### config.mk
export PLATFORM = sky130hd
export DESIGN_NAME = sqrt_arbiter
export DESIGN_NICKNAME = d
export VERILOG_FILES = /design/src/rtl/pt_pkg.sv /design/src/rtl/sqrt_core.sv /design/src/rtl/sqrt_arbiter.sv
export SDC_FILE = /design/constraint.sdc
export NUM_CORES = 1
export LEC_CHECK = 0
export BUFFER_PORTS_ARGS = -buffer_cell sky130_fd_sc_hd__buf_2
export CORE_MARGIN = 8
export CORE_UTILIZATION = 51
export DETAILED_ROUTE_END_ITERATION = 8
export PLACE_DENSITY = 0.69
export SYNTH_ARGS = -nofsm -noshare
export SYNTH_HDL_FRONTEND = slang
export SYNTH_SLANG_ARGS = --single-unit
### constraint.sdc
create_clock -name clk -period 8.2 [get_ports clk]
set_clock_uncertainty 0.05 [all_clocks]
set_input_delay 1.64 -clock clk [delete_from_list [all_inputs] [get_ports clk]]
set_output_delay 1.64 -clock clk [all_outputs]
set_load 0.05 [all_outputs]
### src/rtl/pt_pkg.sv
// rtl/pt_pkg.sv - shared constants and types for the projective transform path
package pt_pkg;

  localparam int SQRT_NBITS = 21;
  localparam int SQRT_MBITS = 11;

  // Requester slots on the shared square-root unit
  localparam int REQ_AD  = 0;
  localparam int REQ_BC  = 1;
  localparam int REQ_ROW = 2;

  typedef enum logic {
    SQRT_IDLE = 1'b0,
    SQRT_RUN  = 1'b1
  } sqrt_state_e;

endpackage

### src/rtl/sqrt_core.sv
// rtl/sqrt_core.sv - bit-serial integer square root, one result bit per clock
module sqrt_core import pt_pkg::*; #(
  parameter int NBITS = SQRT_NBITS,
  parameter int MBITS = (NBITS + 1) / 2
) (
  input  logic             clk,
  input  logic             reset,
  input  logic             i_start,
  input  logic [NBITS-1:0] i_operand,
  output logic             o_last,
  output logic             o_done,
  output logic [MBITS-1:0] o_root
);

  localparam int BW = (MBITS > 1) ? $clog2(MBITS) : 1;
  localparam int PW = 2 * MBITS;

  logic [NBITS-1:0] r_operand;
  logic [MBITS-1:0] r_acc;
  logic [MBITS-1:0] r_root;
  logic [BW-1:0]    r_bit;
  logic             r_run;
  logic             r_done;

  logic [MBITS-1:0] w_trial;
  logic [MBITS-1:0] w_acc_next;
  logic [PW-1:0]    w_trial_w;
  logic [PW-1:0]    w_square;

  // Square is formed at full 2*MBITS width so no trial can wrap
  always_comb begin
    w_trial    = r_acc | (MBITS'(1) << r_bit);
    w_trial_w  = PW'(w_trial);
    w_square   = w_trial_w * w_trial_w;
    w_acc_next = (w_square <= PW'(r_operand)) ? w_trial : r_acc;
  end

  assign o_last = r_run && (r_bit == '0);
  assign o_done = r_done;
  assign o_root = r_root;

  always_ff @(posedge clk) begin
    if (reset) begin
      r_operand <= '0;
      r_acc     <= '0;
      r_root    <= '0;
      r_bit     <= '0;
      r_run     <= 1'b0;
      r_done    <= 1'b0;
    end else begin
      r_done <= 1'b0;
      if (i_start) begin
        r_operand <= i_operand;
        r_acc     <= '0;
        r_bit     <= BW'(MBITS - 1);
        r_run     <= 1'b1;
      end else if (r_run) begin
        r_acc <= w_acc_next;
        r_bit <= r_bit - 1'b1;
        if (o_last) begin
          r_root <= w_acc_next;
          r_done <= 1'b1;
          r_run  <= 1'b0;
        end
      end
    end
  end

endmodule

### src/rtl/sqrt_arbiter.sv
// rtl/sqrt_arbiter.sv - shares one sqrt_core among NREQ requesters, results tagged one-hot
// SQRT_ARB_RR_EN selects round-robin arbitration; fixed lowest-index priority otherwise.
module sqrt_arbiter import pt_pkg::*; #(
  parameter  int NBITS = SQRT_NBITS,
  parameter  int NREQ  = 3,
  localparam int MBITS = (NBITS + 1) / 2
) (
  input  logic                  clk,
  input  logic                  reset,
  input  logic [NREQ-1:0]       req,
  input  logic [NREQ*NBITS-1:0] req_data,
  output logic [NREQ-1:0]       grant,
  output logic [MBITS-1:0]      answer,
  output logic [NREQ-1:0]       answer_valid,
  output logic                  busy
);

  localparam int IW = (NREQ > 1) ? $clog2(NREQ) : 1;

  sqrt_state_e      r_state;
  sqrt_state_e      w_state_next;
  logic [NREQ-1:0]  r_grant;
  logic [IW-1:0]    r_owner;
  logic [IW-1:0]    w_win;
  logic [IW-1:0]    w_idx;
  logic             w_found;
  logic             w_start;
  logic             w_last;
  logic             w_done;
  logic [NBITS-1:0] w_operand;
  logic [MBITS-1:0] w_root;

`ifdef SQRT_ARB_RR_EN
  logic [IW-1:0] r_ptr;

  // Search begins at the slot after the previous winner and wraps
  always_comb begin
    w_found = 1'b0;
    w_win   = '0;
    w_idx   = '0;
    for (int k = 0; k < NREQ; k++) begin
      w_idx = IW'((int'(r_ptr) + k) % NREQ);
      if (!w_found && req[w_idx]) begin
        w_found = 1'b1;
        w_win   = w_idx;
      end
    end
  end

  always_ff @(posedge clk) begin
    if (reset) begin
      r_ptr <= '0;
    end else if (w_start) begin
      r_ptr <= (w_win == IW'(NREQ - 1)) ? '0 : w_win + 1'b1;
    end
  end
`else
  always_comb begin
    w_found = 1'b0;
    w_win   = '0;
    w_idx   = '0;
    for (int k = NREQ - 1; k >= 0; k--) begin
      w_idx = IW'(k);
      if (req[w_idx]) begin
        w_found = 1'b1;
        w_win   = w_idx;
      end
    end
  end
`endif

  always_comb begin
    w_operand = '0;
    for (int k = 0; k < NREQ; k++) begin
      if (IW'(k) == w_win) begin
        w_operand = req_data[k*NBITS +: NBITS];
      end
    end
  end

  always_comb begin
    w_state_next = r_state;
    w_start      = 1'b0;
    case (r_state)
      SQRT_IDLE: begin
        if (w_found) begin
          w_start      = 1'b1;
          w_state_next = SQRT_RUN;
        end
      end
      SQRT_RUN: begin
        if (w_last) begin
          w_state_next = SQRT_IDLE;
        end
      end
      default: w_state_next = SQRT_IDLE;
    endcase
  end

  always_ff @(posedge clk) begin
    if (reset) begin
      r_state <= SQRT_IDLE;
      r_grant <= '0;
      r_owner <= '0;
    end else begin
      r_state <= w_state_next;
      r_grant <= w_start ? (NREQ'(1) << w_win) : '0;
      if (w_start) begin
        r_owner <= w_win;
      end
    end
  end

  sqrt_core #(
    .NBITS (NBITS),
    .MBITS (MBITS)
  ) u_core (
    .clk       (clk),
    .reset     (reset),
    .i_start   (w_start),
    .i_operand (w_operand),
    .o_last    (w_last),
    .o_done    (w_done),
    .o_root    (w_root)
  );

  assign grant        = r_grant;
  assign busy         = (r_state == SQRT_RUN);
  assign answer       = w_root;
  assign answer_valid = w_done ? (NREQ'(1) << r_owner) : '0;

endmodule

Word level (Yosys, flattened, before mapping). Index checks and enable logic that the tools add are counted.

Add/sub/neg operators: 1. $mul: 1. Magnitude comparators: 1. Equal/unequal tests: 2. Shifts and indexed selects: 3. Multiplexer cells: 20. Bitwise gates (word level): 4. Reduce and logical (&&, ||, !) cells: 8.

Operator list (number): 21-bit 2-to-1 mux (3); 22-bit by 21-bit <= comparator with 1-bit output (1); 11-bit by 11-bit multiplier with 22-bit output (1); 11-bit 2-to-1 mux (1); 11-bit bitwise OR (1); 1-bit by 4-bit << shifter with 11-bit output, first input constant (1); 1-bit 2-to-1 mux (9); 4-bit 2-to-1 mux (2); 2-bit 2-to-1 mux (3); 1-bit by 2-bit << shifter with 3-bit output, first input constant (2); 4-bit zero test (1); 2-bit OR reduction (2); 4-bit by 1-bit subtractor with 4-bit output, second input constant (1); 3-bit 2-to-1 mux (1); 1-bit NOT (3); 3-bit AND reduction (1); 3-bit OR reduction (1); 1-bit by 2-bit == test with 1-bit output, first input constant (1); 2-bit == test, first input constant (1); 2-bit zero test (1); 1-bit case mux with 2 select lines (1); 2-bit nonzero test (1); 1-bit logical AND (1).

Register bits: 55. Bits of input ports: 68. Output and inout bits: 18. Word-level logic and storage cells: 50.

Longest topological paths before layout. Gate-level depths: netlist (run 1).

Word-level depth: 7. Mapped depth: 32. Depth with buffers taken out: 29.

By module. Synthesis (run 1) repeated with hierarchy kept, for this count alone.

Cell total of the unflattened synthesis: 791. Area, all modules: 6449.9 um^2.

Modules (own cells, without submodules): sqrt_core (times used 1, cells each 666, area an instance 5683.0 um^2, sequential area each 980.9 um^2); sqrt_arbiter (times used 1, cells each 125, area an instance 767.0 um^2, sequential area each 120.1 um^2).

Worst setup path before layout (run 1). Ideal clock, no wire load.

Path type: register to register. Start point: reg u_core.r_bit[0]. End point: reg u_core.r_acc[3]. Setup time: 83 ps. Arrival time: 7135 ps. Slack: 932 ps. Cell stages (with the launch flop): 31. Buffers on the path: 3. Cells stage by stage: dfxtp_1 -> inv_1 -> ha_1 -> clkbuf_1 -> nand2_1 -> nand2b_1 -> inv_1 -> clkbuf_1 -> nor2_1 -> inv_1 -> fa_1 -> fa_1 -> inv_1 -> fa_1 -> fa_1 -> inv_1 -> fa_1 -> inv_1 -> ha_1 -> a211o_1 -> a21oi_1 -> a31oi_1 -> a221oi_1 -> xnor2_1 -> ha_1 -> a211oi_1 -> o211ai_1 -> a2111oi_2 -> o22ai_2 -> buf_6 -> o31ai_4.

Longest elaborated chain between the ends: 5.

RTL lines: start, declared (RTL line sqrt_core.sv:21) `logic [BW-1:0] r_bit;`; start signal, assigned (RTL line sqrt_core.sv:55) `r_bit <= BW'(MBITS - 1);`; start signal, assigned (RTL line sqrt_core.sv:59) `r_bit <= r_bit - 1'b1;`; 1-bit by 4-bit << shifter with 11-bit output * (RTL line sqrt_core.sv:32) `w_trial = r_acc | (MBITS'(1) << r_bit);`; 11-bit bitwise OR * (RTL line sqrt_core.sv:32); 11-bit by 11-bit multiplier with 22-bit output (RTL line sqrt_core.sv:34) `w_square = w_trial_w * w_trial_w;`; 22-bit by 21-bit <= comparator with 1-bit output (RTL line sqrt_core.sv:35) `w_acc_next = (w_square <= PW'(r_operand)) ? w_trial : r_acc;`; 11-bit 2-to-1 mux * (RTL line sqrt_core.sv:35); end signal, assigned (RTL line sqrt_core.sv:58) `r_acc <= w_acc_next;`; end, declared (RTL line sqrt_core.sv:19) `logic [MBITS-1:0] r_acc;`.

Every way passes the cells marked *; elsewhere a longest branch is shown, timed or not. A chain may end at the register's enable or synchronous reset.

Worst setup path in the final report (run 1).
Start point: reg u_core.r_bit[0]. End point: reg u_core.r_root[2], in the netlist u_core.o_root[2].

Longest elaborated chain between the ends: 5. Elaborated cells between the ends (all ways): 8. Those cells by class: mul: 1; order compare: 1; shift: 1; mux: 1; bitwise: 1; reduce/logical: 3.

RTL lines: 1-bit by 4-bit << shifter with 11-bit output (RTL line sqrt_core.sv:32); 11-bit bitwise OR (RTL line sqrt_core.sv:32); 11-bit by 11-bit multiplier with 22-bit output (RTL line sqrt_core.sv:34); 22-bit by 21-bit <= comparator with 1-bit output (RTL line sqrt_core.sv:35); 11-bit 2-to-1 mux (RTL line sqrt_core.sv:35); end signal, assigned (RTL line sqrt_core.sv:61) `r_root <= w_acc_next;`; end, declared (RTL line sqrt_core.sv:20) `logic [MBITS-1:0] r_root;`.

Several ways; a longest one is shown, not always the timed one.

==> results of run 1 <==
-- worst min-delay path by stage --
stage                            startpoint                end  slack (ps)  cells past startpoint
after floorplan             u_core.r_acc[1]    u_core.r_acc[1]         390                      2
after global placement     u_core.o_root[7]   u_core.o_root[7]         390                      2
after detailed placement  u_core.o_root[10]  u_core.o_root[10]         390                      2
after CTS                 u_core.o_root[10]  u_core.o_root[10]         400                      2
after global routing      u_core.o_root[10]  u_core.o_root[10]         420                      2
final                     u_core.o_root[10]  u_core.o_root[10]         400                      2
-- per-layer routing --
layer  vias up  track usage
met5         -            0
met4         0       0.0439
met3        26       0.0293
met2       134        0.353
met1      2562        0.236
li1       2641            -
-- power groups by stage --
stage,clock (mW),sequential [mW],combinational (mW)
3_3_place_gp,0,0.298,0.248
3_5_place_dp,0,0.299,0.255
2_1_floorplan,0,0.299,0.183
4_1_cts,0.241,0.293,0.258
5_1_grt,0.251,0.295,0.299
6_report,0.236,0.293,0.268
-- synth_stat cells, drive strengths merged (2+ instances only) --
cell type / count / area (sq um)
and2: 2 / 12.5
or3: 3 / 18.8
xnor2: 16 / 140
and4: 3 / 26.3
nor2b: 6 / 37.5
nand3: 5 / 25.0
or2: 2 / 12.5
clkbuf: 20 / 75.1
o21bai: 2 / 15.0
a221o: 21 / 210
nand2b: 8 / 50.1
o31ai: 4 / 48.8
nand2: 110 / 413
xor2: 6 / 52.6
a211o: 2 / 17.5
o32ai: 3 / 26.3
dfxtp: 55 / 1100
nor4: 2 / 27.5
nand4: 11 / 68.8
a21o: 10 / 75.1
and3: 3 / 18.8
clkinv: 3 / 11.3
ha: 78 / 976
a21oi: 58 / 298
o21ai: 18 / 90.1
mux2i: 4 / 40.0
buf: 6 / 40.0
inv: 123 / 462
nor2: 58 / 220
a31oi: 2 / 12.5
nor3: 7 / 35.0
o211ai: 4 / 30.0
a211oi: 5 / 42.5
o21a: 10 / 75.1
fa: 64 / 1280
-- layout make-up --
type                            count  area share
Clock inverter                      2     0.00535
Multi-Input combinational cell    542       0.652
Timing Repair Buffer               98      0.0745
Clock buffer                        5      0.0178
Inverter                          126      0.0674
Tap cell                          147      0.0262
Sequential cell                    55       0.157
-- logic make-up (layout without fill, tap and decap cells) --
kind of cell             count (synthesis)  in the layout  share of synthesized area
XOR/XNOR                                22             22                     0.0309
buffers and inverters                  152            231                     0.0944
flip-flops                              55             55                      0.177
AO/OA/AOI/OAI                          147            147                      0.164
multiplexers                             5              5                    0.00824
AND/OR/NAND/NOR                        226            226                      0.163
adder cells (fa/ha/maj)                142            142                      0.362
-- registers in the layout, indices dropped and copies added, names as in the netlist --
register	count
busy	1
u_core.r_operand	21
r_owner	2
u_core.r_acc	11
u_core.r_bit	4
u_core.r_run	1
u_core.o_root	11
grant	3
u_core.o_done	1
-- through the flow --
step | util | setup slack [ps] | cells
after floorplan | - | 932 | 749
after global placement | 0.571 | 581 | 968
after detailed placement | 0.571 | 243 | 968
after CTS | 0.584 | 214 | 975
after global routing | 0.587 | 45.3 | 975
final | 0.587 | 470 | 975
-- worst max-delay path: cells and delay by family (launching register included) --
kind,cells,cell delay (ps)
AO/OA/AOI/OAI,9,2490
XOR/XNOR,1,160
adder cells (fa/ha/maj),8,3480
buffers and inverters,5,520
flip-flops,1,420
AND/OR/NAND/NOR,4,500
-- what timing repair did --
| item | 4_1_cts | 5_1_grt |
|---|---|---|
| setup endpoints to repair | 0 | 15 |
| gates resized for setup | 0 | 4 |
| hold endpoints to repair | 0 | 0 |
| hold buffers | 0 | 0 |
==> out/results.txt, run 1 <==
routed vias -> 5,363
FILL cells -> 1,102
CTS tree -> done
CP max stage cell -> fa_1
Final period util -> 0.943
pin slew with the least headroom to its limit -> 775 ps
CP Capture Type -> flop
CTS H-tree lvls -> 2
Int Power -> 0.529 mW
hold_ws -> 402 ps
Worst Setup Path Type -> flop to flop
Rows -> 40
Synth Net Count -> 959
Crit Reg-Reg Startpoint -> u_core.r_bit[0]
Yosys reg bits -> 55
sw power -> 0.268 mW
Mean Syn Cell Area -> 8.32 sq um
met2 routed WL -> 7900 microns
routability congestion estimate from global placement -> 0.976
WL met1 -> 6600 microns
Critical Path Start Type -> flop
Pwr per Cell Area -> 114 nW/um^2
die area -> 16,000 sq um
outcome -> completed
Max-cap violations -> 0
setup TNS -> 0 ps
sequential share of the synthesized area -> 0.177
WL/cell -> 15.8 microns
I/O Pins -> 86
combinational share of power -> 0.336
cell area after layout -> 7020 sq um
share of cells above drive strength 1 -> 0.147
Relative slew margins -> 0.482
CP Max Fanout -> 7
die width -> 127 microns
Synth warnings -> 0
largest net degree at the start of global routing -> 25
Final Max Tran Viols -> 0
clk sinks -> 55
Tot Pwr -> 0.797 mW
r2r setup slk -> 470 ps
clk buf depth -> 2
gr ovfl total -> 0
Max Freq -> 129 MHz
top sig layer -> met4
asr flop ratio synth -> 0
crit path to -> u_core.o_root[2]
CTS buffer count -> 5
reg-to-reg endpoint -> u_core.o_root[2]
WP data arrival -> 7880 ps
number of synthesized flops with an enable pin -> 0
worst setup path start -> u_core.r_bit[0]
antenna-violating nets left -> 0
Skew-Pair Late Insertion Delay -> 300 ps
nets -> 1,038
Worst path max stage delay -> 540 ps
vias in the first global route -> 5,539
initial antenna violation count -> 0
multi-input logic area -> 4570 sq um
first-pass iteration count of the detailed router -> 5
Initial Util -> 0.521
first-pass GRT wire length -> 25,800 microns
commonest non-fill, non-tap cells in the layout -> 122 x inv_1, 110 x nand2_1, 85 x buf_2, 78 x ha_1, 64 x fa_1
fin crit period -> 7730 ps
Most used DFF post-synth -> dfxtp_1
placed cell areas -> 6830 sq um
Final Hold Violating Endpoints -> 0
register area -> 1100 sq um
static leakage -> 3.62 nW
switching part of the total -> 0.336
# setup viols final -> 0
Distinct cells, synth -> 60
Buffers on Ports -> 85
clock network power share -> 0.296
total routed wirelength -> 15,400 microns
VDD IR-drop max -> 135 uV
DRC -> 0
area delta synth->final -> 12.7%
DP Wirelength -> 13,200 microns
Detailed Route Iter0 Violations -> 410
CTS Root Cell -> clkbuf_16
Seq pwr share -> 0.368
Core ar. -> 12,000 sq um
Ant. Diodes -> 0
Register-to-Register Path Depth -> 27
synthesized cell area -> 6230 sq um
RSZ-0062 raised after global routing -> false
met3 wire len -> 711 microns
postcts setup bufs -> 0
most common cell after layout, fill and taps aside -> inv_1
Die Y -> 127 microns
Tot GR Track Use -> 0.194
worst hold path class -> flop to flop
Critical Path RT -> 8340 ps
drt via density -> 5.50
clock slew at reported path FFs -> 70 ps
Synth Instances -> 749
No activity file was read; power rests on OpenSTA's default activity.
==> run 2, diff against run 1 <==
clock period = 8.05 ns   (was 8.2 ns; I/O delays follow)
==> run 2 against run 1 <==
Net effect: worst setup slack lost 58 ps; final area grew 0.86%; combinational power grew 3%; core utilization grew 0.50 points; hold slack gained 7.3 ps; critical endpoint is now u_core.r_acc[2]; highest routed layer unchanged.
==> out/results.txt, run 2 (same netlist as run 1, synthesis figures left out) <==
Most flops, register -> u_core.r_operand
initial antenna violation count -> 0 (unchanged)
I/O Pins -> 86 (unchanged)
fin crit period -> 7640 ps (-91.9 ps)
die width -> 127 microns (unchanged)
first-pass GRT wire length -> 25,800 microns (+0.21%)
worst hold path class -> flop to flop
Final Hold Violating Endpoints -> 0 (unchanged)
hold_ws -> 410 ps (+7.29 ps)
Max-cap violations -> 0 (unchanged)
vias in the first global route -> 5,564 (+0.45%)
WL/cell -> 15.7 microns (-0.90%)
register area -> 1100 sq um (unchanged)
CTS buffer count -> 5 (unchanged)
Skew-Pair Late Insertion Delay -> 290 ps (about the same)
pin slew with the least headroom to its limit -> 778 ps (+3.41 ps)
total routed wirelength -> 15,300 microns (-0.70%)
placed cell areas -> 6840 sq um (+0.11%)
clk buf depth -> 2 (unchanged)
CP Max Fanout -> 12 (+5)
nets -> 1,039 (+0.096%)
hold buffer count at cts -> 0 (unchanged)
max reg flops -> 21 (unchanged)
# setup viols final -> 0 (unchanged)
setup TNS -> 0 ps (unchanged)
postcts setup bufs -> 0 (unchanged)
RSZ-0062 raised after global routing -> false
Placed Cells -> 969 (+0.10%)
Buffers on Ports -> 85 (unchanged)
Worst Setup Path Type -> flop to flop
VDD IR-drop max -> 186 uV (+38%)
CTS Root Cell -> clkbuf_16
Critical Path RT -> 8200 ps (-140 ps)
Critical Path Start Type -> flop
WP data arrival -> 7790 ps (-90 ps)
outcome -> completed
FILL cells -> 1,069 (-3.0%)
first-pass iteration count of the detailed router -> 4 (-1)
clock slew at reported path FFs -> 70 ps (about the same)
most common cell after layout, fill and taps aside -> inv_1
DRC -> 0 (unchanged)
share of cells above drive strength 1 -> 0.159 (+0.0117)
Max Freq -> 131 MHz (+1.2%)
multi-input logic area -> 4600 sq um (+0.57%)
Pwr per Cell Area -> 120 nW/um^2 (+5.3%)
routability congestion estimate from global placement -> 0.929 (-4.8%)
DP Wirelength -> 12,900 microns (-1.9%)
Worst path max stage delay -> 550 ps (about the same)
Rows -> 40 (unchanged)
commonest non-fill, non-tap cells in the layout -> 122 x inv_1, 110 x nand2_1, 85 x buf_2, 77 x ha_1, 64 x fa_1
die area -> 16,000 sq um (unchanged)
gr ovfl total -> 0 (unchanged)
CTS H-tree lvls -> 2 (unchanged)
Crit path buffers/inverters -> 6 (+1)
Layout Cells excl Fill -> 977 (+0.21%)
antenna-violating nets left -> 0 (unchanged)
Final Max Tran Viols -> 0 (unchanged)
static leakage -> 3.64 nW (+0.49%)
area delta synth->final -> 13.6%
CTS tree -> done
Detailed Route Iter0 Violations -> 385 (-6.1%)
cell area after layout -> 7080 sq um (+0.86%)
routed vias -> 5,357 (-0.11%)
Final period util -> 0.949 (+0.00615)
Tot Pwr -> 0.846 mW (+6.2%)
Crit path max-delay family -> adder cells
Tot GR Track Use -> 0.193 (-0.00125)
CP Capture Type -> flop
largest net degree at the start of global routing -> 24 (-4.0%)
CP max stage cell -> fa_1
Ant. Diodes -> 0 (unchanged)
Initial Util -> 0.521 (unchanged)
clk sinks -> 55 (unchanged)
Relative slew margins -> 0.479 (-0.00308)
Core ar. -> 12,000 sq um (unchanged)
Die Y -> 127 microns (unchanged)
Critical Path Most Common Cell -> inv_1
drt via density -> 5.48 (-0.32%)
run 2: cell count changes in the layout (fill, tap and decap cells not counted), sizes merged:
| cell | delta |
|---|---|
| buf | +1 |
| bufinv | +1 |
| clkbuf | +1 |
| clkinvlp | -1 |
run 2: path summary, 6_finish.rpt:
check,slack [ps],cells past startpoint,start,end
max reg2reg,410,27,u_core.r_bit[0],u_core.r_acc[2]
max,410,27,u_core.r_bit[0],u_core.r_acc[2]
min,410,2,u_core.o_root[6],u_core.o_root[6]
min reg2reg,410,2,u_core.o_root[6],u_core.o_root[6]
run 2: layer usage:
layer	share of wire	GRT usage
met5	0	0
met4	0.013	0.0389
met3	0.037	0.0289
met2	0.51	0.348
met1	0.44	0.238
run 2: cell type report:
cell class	instances	area share
timing repair buffer	99	0.0750
inverter	126	0.0668
clock buffer	6	0.0182
clock inverter	2	0.00849
tap	147	0.0260
sequential	55	0.156
multi-input combinational	542	0.650
run 2: what timing repair did:
action,CTS,global route
pin swaps,0,1
endpoints found under the setup margin,1,15
gates resized for setup,1,13
run 2: report_power, final:
part           leakage (nW)  internal, mW  switching [mW]
logic                  3.10         0.109           0.167
clock network        0.0911         0.178          0.0940
registers             0.449         0.286          0.0121
run 2: metrics by stage:
step	worst slack [ps]	util
final	412	0.592
after global routing	33.7	0.592
after global placement	445	0.571
after floorplan	782	-
after detailed placement	-0.101	0.571
after CTS	6.54	0.588
run 2: worst min-delay path: stages (launching register included):
cell and delay (ps):
dfxtp_1 310, nand2_1 50, a21oi_1 50
==> run 3, diff against run 2 <==
RECOVER_POWER = 25   (was not set)
SYNTH_HIERARCHICAL = 1   (was not set)
==> run 3 against run 2 <==
Net effect: the flow now finishes with violations (capacitance limit, slew limit); critical path depth unchanged; clock-buffer cell count unchanged; routed wire length down 6.2%; first-iteration DRC count fell by 37%; register-to-register slack better by 30 ps; largest cell class unchanged; synthesized cell count is 5.6% higher; sequential power about the same; combinational power fell by 5%; worst setup slack improved by 32 ps; global-route usage shrank 1.2 points.
==> out/results.txt, run 3 <==
outcome -> finished with violations
failing checks -> capacitance limit, slew limit
VDD IR-drop max -> 87.9 uV (-53%)
Final Max Tran Viols -> 48 (+48)
hold_ws -> 401 ps (-8.13 ps)
CTS tree -> done
Ant. Diodes -> 0 (unchanged)
synthesized cell area -> 6450 sq um (+3.6%)
static leakage -> 3.76 nW (+3.3%)
worst hold path class -> flop to flop
asr flop ratio synth -> 0 (unchanged)
RSZ-0062 raised after global routing -> false
Worst Setup Path Type -> flop to flop
Buffers on Ports -> 85 (unchanged)
max reg flops -> 21 (unchanged)
routability congestion estimate from global placement -> 0.860 (-7.4%)
I/O Pins -> 86 (unchanged)
die area -> 16,500 sq um (+3.1%)
Pwr per Cell Area -> 112 nW/um^2 (-6.1%)
drt via density -> 5.12 (-6.5%)
pre-CTS setup slack -> 255 ps (+256 ps)
Tot Pwr -> 0.812 mW (-4.1%)
Most flops, register -> u_core/r_operand
area delta synth->final -> 12.1%
die width -> 128 microns (+1.5%)
CTS buffer count -> 5 (unchanged)
largest cells by area after synthesis -> fa_1 20%, dfxtp_1 17%, ha_1 15%
hold buffer count at cts -> 0 (unchanged)
fin crit period -> 7610 ps (-32.1 ps)
antenna-violating nets left -> 0 (unchanged)
WL/cell -> 13.8 microns (-12%)
first-pass iteration count of the detailed router -> 7 (+3)
multi-input logic area -> 4670 sq um (+1.6%)
CTS Root Cell -> clkbuf_16
setup TNS -> 0 ps (unchanged)
Critical Path Start Type -> flop
Relative slew margins -> -0.134 (-0.613)
DP Wirelength -> 12,300 microns (-4.6%)
cell taking the most area after synthesis -> fa_1
sequential share of the synthesized area -> 0.171 (-0.00607)
top-count cell post-synth -> inv_1
cell area after layout -> 7230 sq um (+2.1%)
Tot GR Track Use -> 0.181 (-0.0119)
Initial Util -> 0.517 (-0.00330)
Rows -> 41 (+2.5%)
first-pass GRT wire length -> 24,700 microns (-4.4%)
nets -> 1,078 (+3.8%)
Synth warnings -> 6 (+6)
routed vias -> 5,335 (-0.41%)
commonest non-fill, non-tap cells in the layout -> 148 x inv_1, 87 x nand2_1, 84 x nor2_1, 78 x ha_1, 70 x buf_2
Die Y -> 128 microns (+1.5%)
WP data arrival -> 7770 ps (-20 ps)
Max Freq -> 131 MHz (+0.42%)
Final period util -> 0.945 (-0.00398)
clk sinks -> 55 (unchanged)
Detailed Route Iter0 Violations -> 241 (-37%)
total routed wirelength -> 14,400 microns (-6.2%)
vias in the first global route -> 5,264 (-5.4%)
DRC -> 0 (unchanged)
largest net degree at the start of global routing -> 48 (+100%)
Yosys reg bits -> 55 (unchanged)
share of the synthesized area in the top cell type -> 0.199 (-0.00706)
most common cell after layout, fill and taps aside -> inv_1
clock slew at reported path FFs -> 70 ps (about the same)
Max-cap violations -> 1 (+1)
placed cell areas -> 7050 sq um (+3.1%)
Most used DFF post-synth -> dfxtp_1
# setup viols final -> 0 (unchanged)
CTS H-tree lvls -> 2 (unchanged)
Distinct cells, synth -> 56 (-6.7%)
setup ws final -> 444 ps (+32.1 ps)
Final Hold Violating Endpoints -> 0 (unchanged)
share of cells above drive strength 1 -> 0.129 (-0.0302)
CP Capture Type -> flop
CP Max Fanout -> 10 (-2)
Core ar. -> 12,500 sq um (+4.2%)
clk buf depth -> 2 (unchanged)
Synth Instances -> 791 (+5.6%)
FILL cells -> 1,189 (+11%)
Synth Net Count -> 1,001 (+4.4%)
register area -> 1100 sq um (+0.11%)
synth cell count leaders -> 148 x inv_1, 87 x nand2_1, 87 x nor2_1
Skew-Pair Late Insertion Delay -> 290 ps (about the same)
pin slew with the least headroom to its limit -> 1700 ps (+923 ps)
Mean Syn Cell Area -> 8.15 sq um (-1.9%)
initial antenna violation count -> 0 (unchanged)
Critical Path RT -> 8210 ps (about the same)
postcts setup bufs -> 0 (unchanged)
gr ovfl total -> 0 (unchanged)
number of synthesized flops with an enable pin -> 0 (unchanged)
run 3: worst max-delay path: stages, from the launching register on:
cell and delay, ps:
dfxtp_1 420, inv_1 110, ha_1 270, a21oi_1 430, nor2_1 150, inv_1 110
fa_1 450, fa_1 550, inv_1 50, fa_1 440, fa_1 510, inv_1 50
fa_1 530, inv_1 40, ha_1 340, a21oi_1 190, nand2_1 130, o311a_1 360
a21oi_2 210, o21ai_0 140, xor2_1 160, ha_1 320, a21o_1 200, a211o_1 290
a221o_1 300, o21ai_4 300, nand3_4 190, o31ai_2 210
run 3: report_power, final:
group	internal [mW]	leakage (nW)	switching [mW]
clock	0.155	0.0868	0.0992
sequential	0.286	0.450	0.0113
combinational	0.106	3.23	0.154
total	0.547	3.76	0.265
run 3: cell type report:
| type | count | share of cell area |
|---|---|---|
| clock inverters | 2 | 0.00485 |
| inverters | 152 | 0.0795 |
| multi-input cells | 558 | 0.647 |
| flip-flops and latches | 55 | 0.153 |
| clock buffers | 6 | 0.0192 |
| well taps | 172 | 0.0298 |
| repair buffers | 96 | 0.0677 |
run 3: what timing repair did:
action / 4_1_cts / 5_1_grt
setup endpoints to repair: 0 / 15
gates resized for setup: 0 / 7
endpoints found under the hold margin: 0 / 0
run 3: per-layer routing:
metal,vias to the layer above,global-route usage,share of wire
met5,-,0,0
met4,0,0.0273,0.0070
met3,11,0.0248,0.038
met2,107,0.310,0.48
met1,2495,0.242,0.47
li1,2722,-,-
run 3: stage by stage:
step / utilization / cells
3_5_place_dp: 0.565 / 1033
5_1_grt: 0.580 / 1041
2_1_floorplan: - / 791
6_report: 0.580 / 1041
3_3_place_gp: 0.565 / 1033
4_1_cts: 0.579 / 1041
run 3: worst paths after layout:
check                           depth (start not counted)  slack [ps]                to             start
worst max-delay path                                   27         440   u_core/r_acc[7]   u_core/r_bit[0]
worst min register to register                          2         400  u_core/o_root[5]  u_core/o_root[5]
worst max register to register                         27         440   u_core/r_acc[7]   u_core/r_bit[0]
worst min-delay path                                    2         400  u_core/o_root[5]  u_core/o_root[5]
run 3: kinds of logic after synthesis:
kind of cell / synth area share
mux: 0.0343
simple gates: 0.157
flops: 0.171
fa+ha+maj: 0.350
xor+xnor: 0.0339
buf+inv: 0.108
compound gates: 0.145
